<file path="src/rtl/axis_bram_capture.sv">
// Pre/post-trigger capture: writes an AXI4-Stream circularly into BRAM port B,
// then freezes the ring once the post-trigger portion is full.
module axis_bram_capture #(
    parameter int AXIS_TDATA_WIDTH = 32,
    parameter int BRAM_DATA_WIDTH  = 32,
    parameter int BRAM_ADDR_WIDTH  = 10
) (
    input  logic                         aclk,
    input  logic                         areset,
    input  logic [BRAM_ADDR_WIDTH-1:0]   cfg_pre,
    input  logic                         arm,
    input  logic                         trigger,
    output logic [2:0]                   sts_state,
    output logic                         sts_done,
    output logic [BRAM_ADDR_WIDTH-1:0]   sts_trig_addr,
    input  logic [AXIS_TDATA_WIDTH-1:0]  s_axis_tdata,
    input  logic                         s_axis_tvalid,
    output logic                         s_axis_tready,
    output logic                         bram_portb_clk,
    output logic                         bram_portb_rst,
    output logic [BRAM_ADDR_WIDTH-1:0]   bram_portb_addr,
    output logic [BRAM_DATA_WIDTH-1:0]   bram_portb_wrdata,
    output logic [BRAM_DATA_WIDTH/8-1:0] bram_portb_we
);

    localparam int WE_WIDTH = BRAM_DATA_WIDTH / 8;
    localparam logic [BRAM_ADDR_WIDTH:0] DEPTH_WORDS =
        (BRAM_ADDR_WIDTH+1)'(1) << BRAM_ADDR_WIDTH;
    localparam logic [BRAM_ADDR_WIDTH:0] ONE_POST = (BRAM_ADDR_WIDTH+1)'(1);

    typedef enum logic [2:0] {
        IDLE  = 3'd0,
        PRE   = 3'd1,
        ARMED = 3'd2,
        POST  = 3'd3,
        DONE  = 3'd4
    } state_t;

    state_t                     state;
    logic [BRAM_ADDR_WIDTH-1:0] wr_ptr;
    logic [BRAM_ADDR_WIDTH-1:0] pre_cnt;
    logic [BRAM_ADDR_WIDTH-1:0] p_reg;
    logic [BRAM_ADDR_WIDTH:0]   post_cnt;
    logic [BRAM_ADDR_WIDTH-1:0] trig_addr;

    logic                       wr_en;
    logic [BRAM_ADDR_WIDTH-1:0] pre_next;
    logic [BRAM_ADDR_WIDTH:0]   post_next;
    logic [BRAM_ADDR_WIDTH:0]   post_target;

    // An arm cycle never writes, so the restarted capture begins cleanly at address 0.
    always_comb begin
        wr_en = 1'b0;
        if (s_axis_tvalid && !arm &&
            (state == PRE || state == ARMED || state == POST))
            wr_en = 1'b1;
    end

    assign pre_next    = pre_cnt + 1'b1;
    assign post_next   = post_cnt + 1'b1;
    assign post_target = DEPTH_WORDS - {1'b0, p_reg};

    always_ff @(posedge aclk or posedge areset) begin
        if (areset) begin
            state     <= IDLE;
            wr_ptr    <= '0;
            pre_cnt   <= '0;
            p_reg     <= '0;
            post_cnt  <= '0;
            trig_addr <= '0;
        end else if (arm) begin
            wr_ptr   <= '0;
            pre_cnt  <= '0;
            post_cnt <= '0;
            p_reg    <= cfg_pre;
            state    <= (cfg_pre == '0) ? ARMED : PRE;
        end else begin
            if (wr_en)
                wr_ptr <= wr_ptr + 1'b1;
            case (state)
                PRE: begin
                    if (wr_en) begin
                        pre_cnt <= pre_next;
                        if (pre_next == p_reg)
                            state <= ARMED;
                    end
                end
                ARMED: begin
                    // The beat coinciding with the trigger is post sample 1.
                    if (trigger) begin
                        trig_addr <= wr_ptr;
                        post_cnt  <= wr_en ? ONE_POST : '0;
                        if (wr_en && post_target == ONE_POST)
                            state <= DONE;
                        else
                            state <= POST;
                    end
                end
                POST: begin
                    if (wr_en) begin
                        post_cnt <= post_next;
                        if (post_next == post_target)
                            state <= DONE;
                    end
                end
                default: ;
            endcase
        end
    end

    assign sts_state         = state;
    assign sts_done          = (state == DONE);
    assign sts_trig_addr     = trig_addr;
    assign s_axis_tready     = 1'b1;
    assign bram_portb_clk    = aclk;
    assign bram_portb_rst    = areset;
    assign bram_portb_addr   = wr_ptr;
    assign bram_portb_wrdata = s_axis_tdata;
    assign bram_portb_we     = {WE_WIDTH{wr_en}};

endmodule

</file>
<file path="config.mk">
export PLATFORM = sky130hd
export DESIGN_NAME = axis_bram_capture
export DESIGN_NICKNAME = d
export VERILOG_FILES = /design/src/rtl/axis_bram_capture.sv
export SDC_FILE = /design/constraint.sdc
export NUM_CORES = 1
export LEC_CHECK = 0
export CAP_MARGIN = 20
export CORE_MARGIN = 5
export CORE_UTILIZATION = 43
export CTS_CLUSTER_DIAMETER = 200
export DETAILED_ROUTE_END_ITERATION = 7
export PLACE_DENSITY = 0.81
export SYNTH_ARGS = -nofsm -noshare
export SYNTH_HDL_FRONTEND = slang
export SYNTH_SLANG_ARGS = --single-unit
</file>
<file path="constraint.sdc">
create_clock -name aclk -period 2.7 [get_ports aclk]
set_input_delay 0.81 -clock aclk [delete_from_list [all_inputs] [get_ports aclk]]
set_output_delay 0.81 -clock aclk [all_outputs]
set_load 0.03 [all_outputs]
</file>
# Yosys cells after proc, flatten, opt, wreduce, memory -nomap -nowiden
# Index checks and enable logic that the tools add are counted.
[word_totals] ff_bits=54 input_bits=47 output_inout_bits=63 word_cells=58
[classes] n_addsub=4 eq_ne=12 mux=20 bitwise_logic=1 reduce_logical=15
[ops] operator="10-bit 2-to-1 mux" count=5
[ops] operator="11-bit 2-to-1 mux" count=3
[ops] operator="11-bit one-hot mux with 2 select lines" count=1
[ops] operator="3-bit 2-to-1 mux" count=7
[ops] operator="10-bit by 1-bit adder with 10-bit output, second input constant" count=2
[ops] operator="11-bit by 1-bit adder with 11-bit output, second input constant" count=1
[ops] operator="11-bit by 1-bit == test with 1-bit output, second input constant" count=1
[ops] operator="11-bit == test" count=1
[ops] operator="11-bit by 10-bit subtractor with 11-bit output, first input constant" count=1
[ops] operator="10-bit == test" count=1
[ops] operator="10-bit logical NOT" count=1
[ops] operator="3-bit inequality test, second input constant" count=3
[ops] operator="3-bit one-hot mux with 3 select lines" count=1
[ops] operator="3-bit by 2-bit == test with 1-bit output, second input constant" count=2
[ops] operator="3-bit by 2-bit inequality test with 1-bit output, second input constant" count=2
[ops] operator="3-bit AND reduction" count=2
[ops] operator="6-bit AND reduction" count=1
[ops] operator="2-bit nonzero test" count=2
[ops] operator="4-bit nonzero test" count=1
[ops] operator="3-bit by 1-bit == test with 1-bit output, second input constant" count=1
[ops] operator="3-bit == test, second input constant" count=1
[ops] operator="1-bit logical AND" count=3
[ops] operator="3-bit nonzero test" count=1
[ops] operator="1-bit logical OR" count=2
[ops] operator="5 further kinds" count=6

# Depth between registers and ports, before layout
[depth] word_depth=10 ltp_mapped=10 ltp_nobuf=9

==> reports/qor.csv <==
metric;value;unit
setup_tns;0;ns
vias in the first global route;2899;
fin crit period;2.639;ns
r2r worst-path depth;8;
Die ar.;10380;um^2
max-slew violations;0;
cell with the most instances after synthesis;dfrtp_1;
Clock Skews;0.01509;ns
Yosys warnings;0;
share of cells above drive strength 1;0.1718;
hold path depth;1;
via count;2930;
number of flops mapped to enable cells by yosys;0;
Seq/Total Area, Yosys;0.3722;
outcome;finished clean;
CTS tree;built;
reg2reg setup slack;0.13;ns
Largest stage delay, worst path;0.45;ns
area delta synth->final;15.47;%
RSZ-0062 raised after global routing;no;
Max Freq;378.9;MHz
max-cap violations;0;
ANT cells;0;
drt first pass iters;4;
synth unique cells;54;
critical path capture point type;primary output;
Fillers;754;
Post-Route Utilization;0.5103;
WP buf/inv;3;
largest reg by FF count;post_cnt;
worst path cell trace;clkdlybuf4s50_1, nor3_2, buf_4, buf_6;
Mean Syn Cell Area;9.169;um^2
Core ar.;8217;um^2
Startpoint Class;primary input;
FP Rows;33;
CP Max Fanout;4;
Worst Hold Class;reg2reg;
Ports;110;
syn nets;448;
first-pass GRT wire length;13500;um
post-synth top area cell;dfrtp_1;
Reg-to-Reg Start;post_cnt[0]$_DFFE_PP0P_;
largest cells by area after synthesis;dfrtp_1 37%, buf_4 8.1%, xor2_1 6.0%, xnor2_1 5.1%, mux2_2 5.0%;
dpl cell area;4029;um^2
post-CTS setup buffers;0;
Synth async-reset ratio;1.000;
CP top delay family;buffers and inverters;
Max transition margin;0.6288;
r2r endpoint;sts_state[0]$_DFFE_PP0P_;
port buffer count;44;
die span in y;101.9;um
Finished Cell Area;4193;um^2
starting density of the core;0.4419;
Via density;5.592;
Total GRT Usage;0.1627;
die width;101.9;um
worst vdd ir;266.9;uV
Syn Inst Count;396;
HPWL after detailed placement;6131;um
Final nets;470;
PD cells;634.7;nW/um^2
DR DRC count;0;
CP required;1.89;ns
final WL;7977;um
initial antenna violation count;0;
Synth Flop Type;dfrtp_1;
1st-iter DRT viols;150;
post-synth top area share;0.3722;
Leak;0.001790;uW
DR WL/cell;15.22;um
clock latency on the worst-skew pair;0.43;ns
Synth top cells by count;54 x dfrtp_1, 39 x buf_4, 38 x nor2_1, 28 x nand2_1, 26 x o21ai_0;
RD Place Congestion;0.8631;
max reg flops;11;
Fin Hold WS;0.5111;ns
Crit-path slowest cell;clkdlybuf4s50_1;
Final Hold Vio Count;0;
Slew @ Worst Pin;0.5526;ns
largest net degree at the start of global routing;50;
Arr. time, crit path;1.83;ns
clock transition at the registers of the reported paths;0.10;ns
Endpoint, Worst Hold;sts_trig_addr[9]$_DFFE_PP0P_;
final setup violation count;0;
period utilization;0.9776;
total grt overflow;0;
Synth Cell Area;3631;um^2
crit path kind;in2out;
Hold Crit Start;sts_trig_addr[9]$_DFFE_PP0P_;
Post-DRT Antenna Nets;0;
Seq cells post-synth;54;
-- how the worst max path moves through the flow --
stage                                   startpoint                        to  cells past startpoint
after floorplan               p_reg[0]$_DFFE_PP0P_  sts_state[0]$_DFFE_PP0P_                     10
after global placement               s_axis_tvalid  sts_state[0]$_DFFE_PP0P_                      9
after detailed placement             s_axis_tvalid  sts_state[0]$_DFFE_PP0P_                      9
after CTS                 sts_state[1]$_DFFE_PP0P_                  sts_done                      2
after global routing                           arm          bram_portb_we[3]                      4
final                                          arm          bram_portb_we[1]                      4
-- worst register-to-register path, delay by kind of cell (launching register included) --
family	cells	cell delay, ns
multiplexers	1	0.31
XOR/XNOR	2	0.42
flip-flops	1	0.51
AND/OR/NAND/NOR	3	0.59
AO/OA/AOI/OAI	1	0.32
adder cells (fa/ha/maj)	1	0.31
-- metal layers --
layer,routed length (um),GRT usage
met1,3334,0.2028
met2,3941,0.2716
met3,509,0.03345
met4,191,0.07568
met5,0,0
-- timing repair --
item / CTS / global route
pin swaps: 1 / 0
resized for setup: 9 / 1
hold buffers: 0 / 0
setup endpoints to repair: 5 / 1
-- report_power, final --
group / internal, uW / total [uW] / switching, uW / leakage, uW
combinational: 456 / 1020 / 560 / 0.000988
clock: 320 / 669 / 349 / 0.0000790
sequential: 879 / 976 / 96.7 / 0.000724
-- kinds of logic after synthesis --
group,Yosys count,synth area share
xor gates and xnor gates,49,0.1296
buffers and inverters,67,0.1120
muxes,17,0.05375
DFF,54,0.3722
AOI/OAI and AO/OA,63,0.1141
adders and majority gates,5,0.01723
and+or+nand+nor,140,0.2002
other,1,0.001033
-- final cells by class --
type	count	area (um^2)	area share
clock buffers	9	123.9	0.02954
repair buffers	70	649.4	0.1549
clock inverters	3	28.78	0.006864
well taps	105	131.4	0.03133
multi-input cells	275	1878	0.4479
flip-flops and latches	54	1351	0.3223
inverters	8	30.03	0.007162
-- cell usage in the layout (no fill, tap or decap), types with 14 or more instances in the layout --
master           instances
dfrtp_1                 54
nor2_1                  38
clkdlybuf4s50_1         36
nand2_1                 28
buf_4                   27
o21ai_0                 25
xor2_1                  25
xnor2_1                 21
mux2_2                  16
nand3_1                 14
-- per-stage QoR --
stage                     setup WS (ns)  power (uW)  std cells
after floorplan                 0.06063        1783        396
after global placement          -0.1618        2028        513
after detailed placement        -0.2401        2057        513
after CTS                      0.007210        2684        524
after global routing           0.007573        2818        524
final                           0.06055        2661        524
No activity file was read; power rests on OpenSTA's default activity.
